`src/rtl/ctrl_pkg.sv`:
```
// ---------------------------------------------------------------------------
// ctrl_pkg
// Shared definitions for the registered MIPS decode stage:
//   ctrl_t   - 31-bit packed control word (first field is the MSB)
//   OP_*     - primary opcode values (instr[31:26])
//   FN_*     - R-type funct values (instr[5:0])
//   RT_*     - REGIMM rt selectors (instr[20:16])
//   ALU_*    - team ALU operation encodings carried in ctrl_t.alu_op
// Field meanings that are not self-evident:
//   shamt_sel : 2'b01 shift amount from shamt field, 2'b10 from rs register
//   lh_to_reg : 2'b01 write LO to rd, 2'b10 write HI to rd
//   extr_word : 2'b00 word, 2'b01 byte, 2'b10 halfword load extraction
//   to_lh     : result is written to the HI/LO pair
// ---------------------------------------------------------------------------
package ctrl_pkg;

  localparam int CTRL_W = 31;

  typedef struct packed {
    logic       jmp;
    logic       jr;
    logic       jal;
    logic       beq;
    logic       bne;
    logic       bltz;
    logic       blez;
    logic       bgez;
    logic       bgtz;
    logic       mem_to_reg;
    logic       mem_write;
    logic [3:0] alu_op;
    logic       alu_src_b;
    logic       reg_write;
    logic       reg_dst;
    logic       syscall;
    logic       signed_ext;
    logic [1:0] extr_word;
    logic       to_lh;
    logic       extr_signed;
    logic       sh;
    logic       sb;
    logic [1:0] shamt_sel;
    logic [1:0] lh_to_reg;
    logic       illegal;
  } ctrl_t;

  // Primary opcodes
  localparam logic [5:0] OP_RTYPE  = 6'h00;
  localparam logic [5:0] OP_REGIMM = 6'h01;
  localparam logic [5:0] OP_J      = 6'h02;
  localparam logic [5:0] OP_JAL    = 6'h03;
  localparam logic [5:0] OP_BEQ    = 6'h04;
  localparam logic [5:0] OP_BNE    = 6'h05;
  localparam logic [5:0] OP_BLEZ   = 6'h06;
  localparam logic [5:0] OP_BGTZ   = 6'h07;
  localparam logic [5:0] OP_ADDI   = 6'h08;
  localparam logic [5:0] OP_ADDIU  = 6'h09;
  localparam logic [5:0] OP_SLTI   = 6'h0A;
  localparam logic [5:0] OP_SLTIU  = 6'h0B;
  localparam logic [5:0] OP_ANDI   = 6'h0C;
  localparam logic [5:0] OP_ORI    = 6'h0D;
  localparam logic [5:0] OP_XORI   = 6'h0E;
  localparam logic [5:0] OP_LUI    = 6'h0F;
  localparam logic [5:0] OP_LB     = 6'h20;
  localparam logic [5:0] OP_LH     = 6'h21;
  localparam logic [5:0] OP_LW     = 6'h23;
  localparam logic [5:0] OP_LBU    = 6'h24;
  localparam logic [5:0] OP_LHU    = 6'h25;
  localparam logic [5:0] OP_SB     = 6'h28;
  localparam logic [5:0] OP_SH     = 6'h29;
  localparam logic [5:0] OP_SW     = 6'h2B;

  // R-type funct codes
  localparam logic [5:0] FN_SLL     = 6'h00;
  localparam logic [5:0] FN_SRL     = 6'h02;
  localparam logic [5:0] FN_SRA     = 6'h03;
  localparam logic [5:0] FN_SLLV    = 6'h04;
  localparam logic [5:0] FN_SRLV    = 6'h06;
  localparam logic [5:0] FN_SRAV    = 6'h07;
  localparam logic [5:0] FN_JR      = 6'h08;
  localparam logic [5:0] FN_SYSCALL = 6'h0C;
  localparam logic [5:0] FN_MFHI    = 6'h10;
  localparam logic [5:0] FN_MFLO    = 6'h12;
  localparam logic [5:0] FN_MULTU   = 6'h19;
  localparam logic [5:0] FN_DIVU    = 6'h1B;
  localparam logic [5:0] FN_ADD     = 6'h20;
  localparam logic [5:0] FN_ADDU    = 6'h21;
  localparam logic [5:0] FN_SUB     = 6'h22;
  localparam logic [5:0] FN_SUBU    = 6'h23;
  localparam logic [5:0] FN_AND     = 6'h24;
  localparam logic [5:0] FN_OR      = 6'h25;
  localparam logic [5:0] FN_XOR     = 6'h26;
  localparam logic [5:0] FN_NOR     = 6'h27;
  localparam logic [5:0] FN_SLT     = 6'h2A;
  localparam logic [5:0] FN_SLTU    = 6'h2B;

  // REGIMM rt selectors
  localparam logic [4:0] RT_BLTZ = 5'd0;
  localparam logic [4:0] RT_BGEZ = 5'd1;

  // Team ALU table
  localparam logic [3:0] ALU_SLL   = 4'b0000;
  localparam logic [3:0] ALU_SRL   = 4'b0001;
  localparam logic [3:0] ALU_SRA   = 4'b0010;
  localparam logic [3:0] ALU_MULTU = 4'b0011;
  localparam logic [3:0] ALU_DIVU  = 4'b0100;
  localparam logic [3:0] ALU_ADD   = 4'b0101;
  localparam logic [3:0] ALU_SUB   = 4'b0110;
  localparam logic [3:0] ALU_AND   = 4'b0111;
  localparam logic [3:0] ALU_OR    = 4'b1000;
  localparam logic [3:0] ALU_XOR   = 4'b1001;
  localparam logic [3:0] ALU_NOR   = 4'b1010;
  localparam logic [3:0] ALU_SLT   = 4'b1011;
  localparam logic [3:0] ALU_SLTU  = 4'b1100;
  localparam logic [3:0] ALU_LUI   = 4'b1101;

  // Common R-type ALU result written to rd
  function automatic ctrl_t ctrl_rtype(input logic [3:0] alu);
    ctrl_t c;
    c           = '0;
    c.reg_write = 1'b1;
    c.reg_dst   = 1'b1;
    c.alu_op    = alu;
    return c;
  endfunction

  // Immediate-operand ALU result written to rt
  function automatic ctrl_t ctrl_itype(input logic [3:0] alu, input logic sext);
    ctrl_t c;
    c            = '0;
    c.reg_write  = 1'b1;
    c.alu_src_b  = 1'b1;
    c.signed_ext = sext;
    c.alu_op     = alu;
    return c;
  endfunction

endpackage

```
`src/rtl/ctrl_decode.sv`:
```
// ---------------------------------------------------------------------------
// ctrl_decode
// Purely combinational MIPS main decoder: instruction word -> ctrl_t.
// Ports:
//   instr_i  in  32  instruction word
//   ctrl_o   out 31  packed ctrl_t
//   is_md_o  out  1  word is MULTU or DIVU (starts HI/LO occupancy)
//   is_mf_o  out  1  word is MFHI or MFLO (reads HI/LO)
// Configuration macro: DECODE_ILLEGAL_TRAP_EN
//   defined   - unrecognised words give ctrl with only illegal=1
//   undefined - unrecognised words give all-zero ctrl (NOP)
// ---------------------------------------------------------------------------
module ctrl_decode
  import ctrl_pkg::*;
(
  input  logic [31:0]       instr_i,
  output logic [CTRL_W-1:0] ctrl_o,
  output logic              is_md_o,
  output logic              is_mf_o
);

  logic [5:0] op_s;
  logic [5:0] funct_s;
  logic [4:0] rt_s;
  ctrl_t      dec_s;
  logic       unk_s;
  logic       md_s;
  logic       mf_s;
  logic       unused_bits_s;

  assign op_s    = instr_i[31:26];
  assign rt_s    = instr_i[20:16];
  assign funct_s = instr_i[5:0];

  // Register numbers, shamt and immediates are consumed downstream, not here
  assign unused_bits_s = ^{instr_i[25:21], instr_i[15:6]};

  // Raw decode, flagging any word not in the supported set
  always_comb begin
    dec_s = '0;
    unk_s = 1'b0;
    md_s  = 1'b0;
    mf_s  = 1'b0;
    case (op_s)
      OP_RTYPE: begin
        case (funct_s)
          FN_SLL:  begin dec_s = ctrl_rtype(ALU_SLL); dec_s.shamt_sel = 2'b01; end
          FN_SRL:  begin dec_s = ctrl_rtype(ALU_SRL); dec_s.shamt_sel = 2'b01; end
          FN_SRA:  begin dec_s = ctrl_rtype(ALU_SRA); dec_s.shamt_sel = 2'b01; end
          FN_SLLV: begin dec_s = ctrl_rtype(ALU_SLL); dec_s.shamt_sel = 2'b10; end
          FN_SRLV: begin dec_s = ctrl_rtype(ALU_SRL); dec_s.shamt_sel = 2'b10; end
          FN_SRAV: begin dec_s = ctrl_rtype(ALU_SRA); dec_s.shamt_sel = 2'b10; end
          FN_JR:      dec_s.jr = 1'b1;
          FN_SYSCALL: dec_s.syscall = 1'b1;
          FN_MFHI: begin
            dec_s           = ctrl_rtype(4'b0000);
            dec_s.lh_to_reg = 2'b10;
            mf_s            = 1'b1;
          end
          FN_MFLO: begin
            dec_s           = ctrl_rtype(4'b0000);
            dec_s.lh_to_reg = 2'b01;
            mf_s            = 1'b1;
          end
          FN_MULTU: begin
            dec_s.to_lh  = 1'b1;
            dec_s.alu_op = ALU_MULTU;
            md_s         = 1'b1;
          end
          FN_DIVU: begin
            dec_s.to_lh  = 1'b1;
            dec_s.alu_op = ALU_DIVU;
            md_s         = 1'b1;
          end
          FN_ADD, FN_ADDU: dec_s = ctrl_rtype(ALU_ADD);
          FN_SUB, FN_SUBU: dec_s = ctrl_rtype(ALU_SUB);
          FN_AND:  dec_s = ctrl_rtype(ALU_AND);
          FN_OR:   dec_s = ctrl_rtype(ALU_OR);
          FN_XOR:  dec_s = ctrl_rtype(ALU_XOR);
          FN_NOR:  dec_s = ctrl_rtype(ALU_NOR);
          FN_SLT:  dec_s = ctrl_rtype(ALU_SLT);
          FN_SLTU: dec_s = ctrl_rtype(ALU_SLTU);
          default: unk_s = 1'b1;
        endcase
      end
      OP_REGIMM: begin
        case (rt_s)
          RT_BLTZ: begin dec_s.bltz = 1'b1; dec_s.signed_ext = 1'b1; end
          RT_BGEZ: begin dec_s.bgez = 1'b1; dec_s.signed_ext = 1'b1; end
          default: unk_s = 1'b1;
        endcase
      end
      OP_BLEZ: begin
        if (rt_s == 5'd0) begin
          dec_s.blez       = 1'b1;
          dec_s.signed_ext = 1'b1;
        end else begin
          unk_s = 1'b1;
        end
      end
      OP_BGTZ: begin
        if (rt_s == 5'd0) begin
          dec_s.bgtz       = 1'b1;
          dec_s.signed_ext = 1'b1;
        end else begin
          unk_s = 1'b1;
        end
      end
      OP_J: dec_s.jmp = 1'b1;
      OP_JAL: begin
        dec_s.jal       = 1'b1;
        dec_s.reg_write = 1'b1;
      end
      OP_BEQ: begin
        dec_s.beq        = 1'b1;
        dec_s.alu_op     = ALU_SUB;
        dec_s.signed_ext = 1'b1;
      end
      OP_BNE: begin
        dec_s.bne        = 1'b1;
        dec_s.alu_op     = ALU_SUB;
        dec_s.signed_ext = 1'b1;
      end
      OP_ADDI, OP_ADDIU: dec_s = ctrl_itype(ALU_ADD, 1'b1);
      OP_SLTI:  dec_s = ctrl_itype(ALU_SLT, 1'b1);
      OP_SLTIU: dec_s = ctrl_itype(ALU_SLTU, 1'b1);
      OP_ANDI:  dec_s = ctrl_itype(ALU_AND, 1'b0);
      OP_ORI:   dec_s = ctrl_itype(ALU_OR, 1'b0);
      OP_XORI:  dec_s = ctrl_itype(ALU_XOR, 1'b0);
      OP_LUI:   dec_s = ctrl_itype(ALU_LUI, 1'b0);
      OP_LB, OP_LH, OP_LW, OP_LBU, OP_LHU: begin
        dec_s            = ctrl_itype(ALU_ADD, 1'b1);
        dec_s.mem_to_reg = 1'b1;
        case (op_s)
          OP_LB:   begin dec_s.extr_word = 2'b01; dec_s.extr_signed = 1'b1; end
          OP_LH:   begin dec_s.extr_word = 2'b10; dec_s.extr_signed = 1'b1; end
          OP_LBU:  dec_s.extr_word = 2'b01;
          OP_LHU:  dec_s.extr_word = 2'b10;
          default: dec_s.extr_word = 2'b00;
        endcase
      end
      OP_SB, OP_SH, OP_SW: begin
        dec_s            = ctrl_itype(ALU_ADD, 1'b1);
        dec_s.reg_write  = 1'b0;
        dec_s.mem_write  = 1'b1;
        case (op_s)
          OP_SB:   dec_s.sb = 1'b1;
          OP_SH:   dec_s.sh = 1'b1;
          default: dec_s.sb = 1'b0;
        endcase
      end
      default: unk_s = 1'b1;
    endcase
  end

  // Final control word: unrecognised words collapse to NOP or to a trap marker
  always_comb begin
    if (unk_s) begin
      ctrl_o  = '0;
`ifdef DECODE_ILLEGAL_TRAP_EN
      ctrl_o[0] = 1'b1;  // illegal is the LSB of ctrl_t
`endif
      is_md_o = 1'b0;
      is_mf_o = 1'b0;
    end else begin
      ctrl_o  = dec_s;
      is_md_o = md_s;
      is_mf_o = mf_s;
    end
  end

endmodule

```
`src/rtl/decode_ctrl_stage.sv`:
```
// ---------------------------------------------------------------------------
// decode_ctrl_stage
// Registered decode stage between fetch and execute. Decodes the incoming
// word, holds up to two decoded entries (main + skid) behind valid/ready
// handshakes and stalls HI/LO readers/writers while the multiply/divide
// unit is still busy.
// Parameters:
//   MUL_LAT  busy cycles after an accepted MULTU (1..255)
//   DIV_LAT  busy cycles after an accepted DIVU  (1..255)
// Ports:
//   clk, rst_n            clock, asynchronous active-low reset
//   flush                 drop both entries, block accept this cycle
//   in_valid/in_ready     upstream handshake, in_instr word
//   out_valid/out_ready   downstream handshake, out_instr/out_ctrl
//   md_busy               HI/LO occupancy counter non-zero
//   out_exc               reserved-instruction exception
// Configuration macro: DECODE_ILLEGAL_TRAP_EN (out_exc tied 0 when undefined)
// ---------------------------------------------------------------------------
module decode_ctrl_stage
  import ctrl_pkg::*;
#(
  parameter int MUL_LAT = 4,
  parameter int DIV_LAT = 32
) (
  input  logic        clk,
  input  logic        rst_n,
  input  logic        flush,
  input  logic        in_valid,
  output logic        in_ready,
  input  logic [31:0] in_instr,
  output logic        out_valid,
  input  logic        out_ready,
  output logic [31:0] out_instr,
  output logic [30:0] out_ctrl,
  output logic        md_busy,
  output logic        out_exc
);

  localparam int MAX_LAT = (MUL_LAT > DIV_LAT) ? MUL_LAT : DIV_LAT;
  localparam int CNT_W   = $clog2(MAX_LAT + 1);
  localparam logic [CNT_W-1:0] MUL_LOAD = CNT_W'(MUL_LAT);
  localparam logic [CNT_W-1:0] DIV_LOAD = CNT_W'(DIV_LAT);
  localparam logic [CNT_W-1:0] CNT_ONE  = CNT_W'(1);

  ctrl_t      dec_ctrl_s;
  logic       dec_is_md_s;
  logic       dec_is_mf_s;
  logic       hazard_s;
  logic       accept_s;
  logic       pop_s;

  logic       main_valid_q, main_valid_d;
  ctrl_t      main_ctrl_q,  main_ctrl_d;
  logic [31:0] main_instr_q, main_instr_d;
  logic       skid_valid_q, skid_valid_d;
  ctrl_t      skid_ctrl_q,  skid_ctrl_d;
  logic [31:0] skid_instr_q, skid_instr_d;
  logic [CNT_W-1:0] cnt_q, cnt_d;

  ctrl_decode u_decode (
    .instr_i (in_instr),
    .ctrl_o  (dec_ctrl_s),
    .is_md_o (dec_is_md_s),
    .is_mf_o (dec_is_mf_s)
  );

  // A HI/LO user must wait until the previous MD op has drained
  assign hazard_s = (dec_is_md_s | dec_is_mf_s) & (cnt_q != '0);
  assign in_ready = ~skid_valid_q & ~hazard_s & ~flush;
  assign accept_s = in_valid & in_ready;
  assign pop_s    = main_valid_q & out_ready;

  // Two-entry buffer next state; skid only fills when main is stuck
  always_comb begin
    main_valid_d = main_valid_q;
    main_ctrl_d  = main_ctrl_q;
    main_instr_d = main_instr_q;
    skid_valid_d = skid_valid_q;
    skid_ctrl_d  = skid_ctrl_q;
    skid_instr_d = skid_instr_q;
    if (flush) begin
      main_valid_d = 1'b0;
      skid_valid_d = 1'b0;
    end else if (!main_valid_q) begin
      // Skid is never occupied while main is empty
      if (accept_s) begin
        main_valid_d = 1'b1;
        main_ctrl_d  = dec_ctrl_s;
        main_instr_d = in_instr;
      end else begin
        main_valid_d = 1'b0;
      end
    end else if (pop_s) begin
      if (skid_valid_q) begin
        main_ctrl_d  = skid_ctrl_q;
        main_instr_d = skid_instr_q;
        skid_valid_d = 1'b0;
      end else if (accept_s) begin
        // Direct reload keeps full throughput without a bubble
        main_ctrl_d  = dec_ctrl_s;
        main_instr_d = in_instr;
      end else begin
        main_valid_d = 1'b0;
      end
    end else begin
      if (accept_s) begin
        skid_valid_d = 1'b1;
        skid_ctrl_d  = dec_ctrl_s;
        skid_instr_d = in_instr;
      end else begin
        skid_valid_d = skid_valid_q;
      end
    end
  end

  // HI/LO occupancy: load on an accepted MD op, otherwise count down to zero.
  // flush leaves it alone since an accepted MD op still runs to completion.
  always_comb begin
    if (accept_s && dec_is_md_s) begin
      if (dec_ctrl_s.alu_op == ALU_MULTU) begin
        cnt_d = MUL_LOAD;
      end else begin
        cnt_d = DIV_LOAD;
      end
    end else if (cnt_q != '0) begin
      cnt_d = cnt_q - CNT_ONE;
    end else begin
      cnt_d = cnt_q;
    end
  end

  // State registers
  always_ff @(posedge clk or negedge rst_n) begin
    if (!rst_n) begin
      main_valid_q <= 1'b0;
      main_ctrl_q  <= '0;
      main_instr_q <= 32'h0000_0000;
      skid_valid_q <= 1'b0;
      skid_ctrl_q  <= '0;
      skid_instr_q <= 32'h0000_0000;
      cnt_q        <= '0;
    end else begin
      main_valid_q <= main_valid_d;
      main_ctrl_q  <= main_ctrl_d;
      main_instr_q <= main_instr_d;
      skid_valid_q <= skid_valid_d;
      skid_ctrl_q  <= skid_ctrl_d;
      skid_instr_q <= skid_instr_d;
      cnt_q        <= cnt_d;
    end
  end

  assign out_valid = main_valid_q;
  assign out_ctrl  = main_ctrl_q;
  assign out_instr = main_instr_q;
  assign md_busy   = (cnt_q != '0);

`ifdef DECODE_ILLEGAL_TRAP_EN
  assign out_exc = main_valid_q & main_ctrl_q.illegal;
`else
  assign out_exc = 1'b0;
`endif

endmodule

```
`config.mk`:
```
export PLATFORM = sky130hd
export DESIGN_NAME = decode_ctrl_stage
export DESIGN_NICKNAME = d
export VERILOG_FILES = /design/src/rtl/ctrl_pkg.sv /design/src/rtl/ctrl_decode.sv /design/src/rtl/decode_ctrl_stage.sv
export SDC_FILE = /design/constraint.sdc
export NUM_CORES = 1
export LEC_CHECK = 0
export ABC_AREA = 1
export CORE_MARGIN = 3
export CORE_UTILIZATION = 57
export CTS_BUF_LIST = sky130_fd_sc_hd__clkbuf_8
export DETAILED_ROUTE_END_ITERATION = 12
export PLACE_DENSITY_LB_ADDON = 0.15
export SLEW_MARGIN = 10
export SYNTH_ARGS = -nofsm -noshare
export SYNTH_HDL_FRONTEND = slang
export SYNTH_HIERARCHICAL = 1
export SYNTH_SLANG_ARGS = --single-unit
export TNS_END_PERCENT = 1
```
`constraint.sdc`:
```
create_clock -name clk -period 1.85 [get_ports clk]
set_input_delay 0.185 -clock clk [delete_from_list [all_inputs] [get_ports clk]]
set_output_delay 0.185 -clock clk [all_outputs]
set_load 0.05 [all_outputs]
```
==> results of run 1 <==
logic make-up (layout without fill, tap and decap cells):
kind of cell,after synthesis,in the layout
AND/OR/NAND/NOR,418,418
XOR/XNOR,4,4
AO/OA/AOI/OAI,204,204
adder cells (fa/ha/maj),2,2
buffers and inverters,205,435
other,2,2
flip-flops,134,134
worst max-delay path: stages:
cell,delay (ns)
sky130_fd_sc_hd__clkbuf_4,0.16
sky130_fd_sc_hd__buf_4,0.15
sky130_fd_sc_hd__nor2_2,0.13
sky130_fd_sc_hd__nand3_2,0.14
sky130_fd_sc_hd__nor2_4,0.13
sky130_fd_sc_hd__a21oi_4,0.05
sky130_fd_sc_hd__nand4_4,0.09
sky130_fd_sc_hd__nor2_2,0.05
sky130_fd_sc_hd__or2_4,0.26
sky130_fd_sc_hd__buf_6,0.12
sky130_fd_sc_hd__a21oi_4,0.18
sky130_fd_sc_hd__buf_12,0.16
cell usage after synthesis (3+ instances only):
| library cell | number |
|---|---|
| sky130_fd_sc_hd__nand2_1 | 296 |
| sky130_fd_sc_hd__inv_1 | 147 |
| sky130_fd_sc_hd__dfrtp_1 | 134 |
| sky130_fd_sc_hd__o21ai_0 | 71 |
| sky130_fd_sc_hd__o21ai_1 | 63 |
| sky130_fd_sc_hd__a21oi_1 | 60 |
| sky130_fd_sc_hd__nor2_1 | 58 |
| sky130_fd_sc_hd__nand3_1 | 21 |
| sky130_fd_sc_hd__clkbuf_1 | 20 |
| sky130_fd_sc_hd__buf_6 | 16 |
| sky130_fd_sc_hd__nor2_2 | 9 |
| sky130_fd_sc_hd__inv_2 | 8 |
| sky130_fd_sc_hd__buf_4 | 7 |
| sky130_fd_sc_hd__buf_2 | 6 |
| sky130_fd_sc_hd__nand4_1 | 5 |
| sky130_fd_sc_hd__nor2_4 | 5 |
| sky130_fd_sc_hd__nor3_1 | 5 |
| sky130_fd_sc_hd__nand2_2 | 4 |
| sky130_fd_sc_hd__nand3_2 | 4 |
| sky130_fd_sc_hd__nor3_2 | 4 |
| sky130_fd_sc_hd__xnor2_1 | 3 |
layer usage:
metal | vias up | track usage [%] | wire length (um)
met1 | 3433 | 38.5 | 8970
met5 | - | 0 | 0
met3 | 40 | 6.70 | 1180
met2 | 251 | 46.8 | 10200
li1 | 3441 | - | -
met4 | 0 | 11.9 | 455
final timing paths:
path                               start               end  slack (ns)  depth (start not counted)
max in group asynchronous          rst_n  skid_instr_q[10]        1.02                          3
min in group asynchronous          rst_n     out_instr[23]        0.24                          2
hold reg to reg            out_instr[12]     out_instr[12]        0.48                          2
setup / recovery            in_instr[28]          in_ready       -0.16                         12
hold / removal               in_instr[5]   skid_instr_q[5]        0.02                          3
setup reg to reg                cnt_q[1]   skid_ctrl_q[12]        0.05                         10
cells in the final DEF, fill, tap and decap left out, types with 10 or more instances in the layout:
| master | count |
|---|---|
| sky130_fd_sc_hd__nand2_1 | 282 |
| sky130_fd_sc_hd__inv_1 | 148 |
| sky130_fd_sc_hd__dfrtp_1 | 134 |
| sky130_fd_sc_hd__buf_4 | 126 |
| sky130_fd_sc_hd__o21ai_0 | 68 |
| sky130_fd_sc_hd__o21ai_1 | 63 |
| sky130_fd_sc_hd__a21oi_1 | 58 |
| sky130_fd_sc_hd__nor2_1 | 49 |
| sky130_fd_sc_hd__dlymetal6s2s_1 | 42 |
| sky130_fd_sc_hd__clkdlybuf4s50_1 | 35 |
| sky130_fd_sc_hd__clkbuf_8 | 19 |
| sky130_fd_sc_hd__nor2_4 | 14 |
| sky130_fd_sc_hd__buf_6 | 14 |
| sky130_fd_sc_hd__nand2_2 | 13 |
| sky130_fd_sc_hd__nand3_1 | 13 |
| sky130_fd_sc_hd__dlygate4sd2_1 | 10 |
| sky130_fd_sc_hd__buf_12 | 10 |
| sky130_fd_sc_hd__nand3_2 | 10 |
stage by stage:
step	hold slack [ns]	cells	setup slack [ns]	utilization, %	power (uW)
5_1_grt	0.0198	1367	-0.224	83.2	9480
4_1_cts	0.00431	1354	-0.0971	79.8	8940
3_5_place_dp	0.168	1290	-0.938	74.0	6610
2_1_floorplan	-0.111	969	-0.192	-	5590
6_report	0.0245	1367	-0.160	83.2	9000
3_3_place_gp	0.169	1290	-0.892	74.0	6540
sequential cells by signal, summed over array words and instances (netlist names):
register and cells:
out_instr 32, skid_ctrl_q 31, cnt_q 6, skid_instr_q 32
out_valid 1, out_ctrl 31, skid_valid_q 1
what timing repair did:
item	CTS	global route
endpoints found under the setup margin	138	170
hold endpoints to repair	48	1
buffers inserted	29	11
pin swaps	26	32
resized for setup	104	98
hold buffers	4	1
gates cloned	0	1
power by group:
part | switching [uW] | internal [uW] | total, uW
combinational | 1840 | 1070 | 2910
sequential | 259 | 3540 | 3800
clock | 1080 | 1220 | 2300
final cells by class:
cell class	instances	share of cell area, %
flip-flops and latches	134	33.1
multi-input cells	630	31.4
repair buffers	249	23.9
inverters	155	5.91
clock buffers	19	2.58
well taps	168	2.08
clock inverters	12	0.989
==> results.yml, run 1 <==
sta:
  finalSetupViolCount: 51
  max_clock_freq_mhz: 498
  clock_skew_ns: 0.0123
  hold_viol_final: 0
  worst_pin_slew_ns: 0.553
  fin_setup_tns_ns: -1.87
  rsz_0062_raised_after_global_routing: "yes"
  period_share_pct: 109
  timing.final.max_slew_violations: 0
  post-route-worst-setup-slack_ns: -0.160
  slew_headroom_pct: 63.1
  finalCriticalPeriod_ns: 2.01
detailed_routing:
  routed_wl_um: 20800
  route.detailed.drc: 0
  route.detailed.vias_per_inst: 5.24
  drt-wirelength-per-cell_um: 15.2
  detail_route.first_pass.iterations: 5
  vias: 7165
  drt-initial-drc-count: 636
  number_of_nets_with_antenna_violations_after_routing: 0
logic_synthesis:
  synth_top_family_by_area: "simple AND/OR/NAND/NOR gates"
  edff_count_synth: 0
  area_share_of_fa_ha_maj_cells_after_synthesis_pct: 0.348
  syn_inst: 969
  biggest_area_consumer_among_synthesized_cells: "sky130_fd_sc_hd__dfrtp_1"
  synth_largest_type_area_fraction_pct: 46.6
  postSynth.topFlopCell: "sky130_fd_sc_hd__dfrtp_1"
  syn_nets: 1008
  synth.yosys.seq_area_share_pct: 46.6
  synthArstFlopShare_pct: 100
  yosys.area_share.xor_xnor_pct: 0.487
  distinct_cells_synth: 39
  yosys_register_bits: 134
  synth_compound_gate_area_share_pct: 14.6
  syn_area_per_cell_um2: 7.43
  synth_simple_gate_area_share_pct: 25.0
  mappedNetlistArea_mm2: 0.00720
  synth_top_cells_by_area: "sky130_fd_sc_hd__dfrtp_1 (47%), sky130_fd_sc_hd__nand2_1 (15%), sky130_fd_sc_hd__inv_1 (7.7%)"
  yosys_warnings: 6
  synth.mux.area_fraction_pct: 0
power:
  power.density_cell_area_mw_per_mm2: 890
  peakVddDrop_mv: 0.677
  power.static_leakage_uw: 0.00569
global_route:
  largest_net_degree_at_the_start_of_global_routing: 75
  grt_util_all_layers_pct: 29.2
  global_route_wire_length_before_repair_um: 33100
  grt_overflow: 0
  grt_antenna_before_repair: 0
  grt_pass1_vias: 6885
cts:
  worst_skew_pair.late_latency_ns: 0.47
  tritoncts_num_sinks: 134
  clock_tree.root_cell: "sky130_fd_sc_hd__clkbuf_8"
  deepest_clock_path_buffer_count: 2
  tritoncts: "yes"
  cts_buffers: 17
  clk_transition_reported_paths_ns: 0.08
  cts_htree_levels: 4
die:
  core_region_area_mm2: 0.0122
  initial_util_pct: 59.2
  ioPinCount: 104
  floorplan.die.width_um: 118
  die_h_um: 118
  rows: 40
  floorplan.die_area_mm2: 0.0140
worst_hold_path:
  hold_path_class: "primary input to flip-flop"
finish:
  area_growth_syn_to_layout_pct: 40.6
  final_design_area_no_fill_mm2: 0.0101
  antenna_cells_inserted: 0
  number_of_inserted_filler_cells_in_the_final_layout: 783
  seqCellArea_mm2: 0.00335
  multiInputGateArea_mm2: 0.00318
  number_of_nets_in_the_finished_design: 1226
  layout-drive-gt1-share_pct: 22.4
outcome:
  outcome: "complete, but fails checks"
  violations: "negative setup slack"
place:
  io_buffers: 102
  dp_hpwl_um: 13000
  placedInstanceArea_mm2: 0.00899
  gp_congestion: 0.891
worst_setup_path:
  crit_path_max_fanout: 5
  crit_path_end_kind: "output port"
  timing.critical_path.from_type: "primary input"
  criticalPathCategory: "primary input to output port"
  critical_path_arrival_ns: 1.82
  worstPathRequired_ns: 1.66
run:
  max-cap-violations: 0
(Power assumes the default switching activity.)
==> run 2: changes to the inputs <==
Settings changed: RECOVER_POWER set to 25.
==> run 2 against run 1 <==
The run still ends with negative setup slack left. Sequential share of layout area up 0.070 points. Cell area down 0.21%. Die area unchanged. Clock-buffer cell count unchanged. Flip-flop and latch count unchanged. Critical endpoint unchanged. Largest cell class unchanged.
==> results.yml, run 2 (synthesis results as in run 1) <==
worst_hold_path:
  hold_path_class: "primary input to flip-flop"
  hold_path.startpoint: "in_instr[5]"
worst_setup_path:
  timing.critical_path.from: "in_instr[28]"
  timing.critical_path.from_type: "primary input"
  worst_path_dominant_cell_family: "simple AND/OR/NAND/NOR gates"
  criticalPathCategory: "primary input to output port"
  crit_path_end_kind: "output port"
  critPathBufInv: 4
  crit_path_max_fanout: 5
  worst_r2r_startpoint: "cnt_q[1]"
  critical_path_arrival_ns: 1.83
  critical_path.cell_chain: "clkbuf_4 -> buf_4 -> nor2_2 -> nand3_2 -> nor2_4 -> a21oi_4 -> nand4_4 -> nor2_2 -> or2_4 -> buf_6 -> a21oi_4 -> buf_12"
  cpPeakStageDelay_ns: 0.26
  critical_path.slowest_cell: "sky130_fd_sc_hd__or2_4"
  worstPathRequired_ns: 1.66
finish:
  number_of_nets_in_the_finished_design: 1226
  mostFrequentLayoutCells: "sky130_fd_sc_hd__nand2_1 (282), sky130_fd_sc_hd__inv_1 (148), sky130_fd_sc_hd__dfrtp_1 (134), sky130_fd_sc_hd__buf_4 (126), sky130_fd_sc_hd__o21ai_0 (68)"
  final_common_cell: "sky130_fd_sc_hd__nand2_1"
  layout-drive-gt1-share_pct: 22.4
  number_of_inserted_filler_cells_in_the_final_layout: 787
  final_core_area_utilization_pct: 83.0
  antenna_cells_inserted: 0
  area_growth_syn_to_layout_pct: 40.3
power:
  p_int_uw: 5820
  power.density_cell_area_mw_per_mm2: 891
  power_switching_uw: 3180
  power_frac_clock_pct: 25.6
  power.share.sequential_pct: 42.2
  power.static_leakage_uw: 0.00568
  total_power_uw: 9000
  peakVddDrop_mv: 0.677
  power.share.combinational_pct: 32.2
  power.share.switching_pct: 35.4
detailed_routing:
  route.detailed.drc: 0
  vias: 7141
  drt-initial-drc-count: 656
  route.detailed.vias_per_inst: 5.22
  drt-wirelength-per-cell_um: 15.2
  routed_wl_um: 20800
  number_of_nets_with_antenna_violations_after_routing: 0
  detail_route.first_pass.iterations: 5
sta:
  finalSetupViolCount: 51
  max_clock_freq_mhz: 497
  fin_setup_tns_ns: -1.94
  post-route-worst-setup-slack_ns: -0.160
  period_share_pct: 109
  hold_viol_final: 0
  hold_ws_ns: 0.0247
  finalCriticalPeriod_ns: 2.01
  rsz_0062_raised_after_global_routing: "yes"
  clock_skew_ns: 0.0123
  timing.final.max_slew_violations: 0
  slew_headroom_pct: 13.4
  worst_pin_slew_ns: 1.30
die:
  initial_util_pct: 59.2
  floorplan.die_area_mm2: 0.0140
  core_region_area_mm2: 0.0122
  rows: 40
  die_h_um: 118
  ioPinCount: 104
  floorplan.die.width_um: 118
cts:
  clk_transition_reported_paths_ns: 0.08
  deepest_clock_path_buffer_count: 2
  worst_skew_pair.late_latency_ns: 0.47
  cts_htree_levels: 4
  cts_buffers: 17
  tritoncts_num_sinks: 134
  clock_tree.root_cell: "sky130_fd_sc_hd__clkbuf_8"
  tritoncts: "yes"
place:
  io_buffers: 102
  dp_hpwl_um: 13000
  gp_congestion: 0.891
run:
  max-cap-violations: 0
global_route:
  grt_antenna_before_repair: 0
  global_route_wire_length_before_repair_um: 33100
  grt_overflow: 0
  largest_net_degree_at_the_start_of_global_routing: 75
  grt_util_all_layers_pct: 29.2
  grt_pass1_vias: 6885
outcome:
  violations: "negative setup slack"
  outcome: "complete, but fails checks"
run 2: cell types whose count changed in the layout (fill, tap and decap cells not counted), sizes merged:
cell    change
clkbuf      +1
buf         -1
run 2: final timing paths:
kind	depth (start not counted)	endpoint	slack, ns
min	3	skid_instr_q[5]	0.02
max reg2reg	10	skid_ctrl_q[12]	0.05
max in group asynchronous	3	skid_ctrl_q[18]	0.16
min in group asynchronous	2	out_instr[23]	0.54
max	12	in_ready	-0.16
min reg2reg	2	out_instr[12]	0.48
run 2: power groups by stage:
stage	sequential, uW	combinational, uW	clock (uW)
2_1_floorplan	4530	1060	0
3_3_place_gp	3830	2710	0
3_5_place_dp	3850	2760	0
4_1_cts	3800	2840	2310
5_1_grt	3860	3160	2440
6_report	3800	2900	2300
run 2: what timing repair did:
| action | 4_1_cts | 5_1_grt |
|---|---|---|
| gates cloned | 0 | 1 |
| pin swaps | 26 | 32 |
| buffers inserted | 29 | 11 |
| setup endpoints to repair | 138 | 170 |
| resized for setup | 104 | 98 |
| hold buffers | 4 | 1 |
| hold endpoints to repair | 48 | 1 |
run 2: stage by stage:
stage,std cells,area (um^2),worst slack (ns)
final,1367,10100,-0.160
after global routing,1367,10100,-0.224
after CTS,1354,9710,-0.0971
after detailed placement,1290,8990,-0.938
after global placement,1290,8990,-0.892
after floorplan,969,7240,-0.192
run 2: layout make-up:
type | count | area (um^2) | area share, %
Clock buffer | 19 | 262 | 2.59
Timing Repair Buffer | 249 | 2400 | 23.7
Tap cell | 168 | 210 | 2.08
Clock inverter | 12 | 100 | 0.991
Sequential cell | 134 | 3350 | 33.2
Inverter | 155 | 598 | 5.92
Multi-Input combinational cell | 630 | 3180 | 31.5
run 2: layer usage:
metal | up-vias | GRT usage [%] | share of wire, %
li1 | 3443 | - | -
met1 | 3406 | 38.5 | 43
met2 | 252 | 46.8 | 49
met3 | 40 | 6.70 | 5.5
met4 | 0 | 11.9 | 2.2
met5 | - | 0 | 0
run 2: worst min-delay path, cell delays in order:
cell and delay (ns):
sky130_fd_sc_hd__buf_4 0.15, sky130_fd_sc_hd__nand2_1 0.07, sky130_fd_sc_hd__o21ai_1 0.05
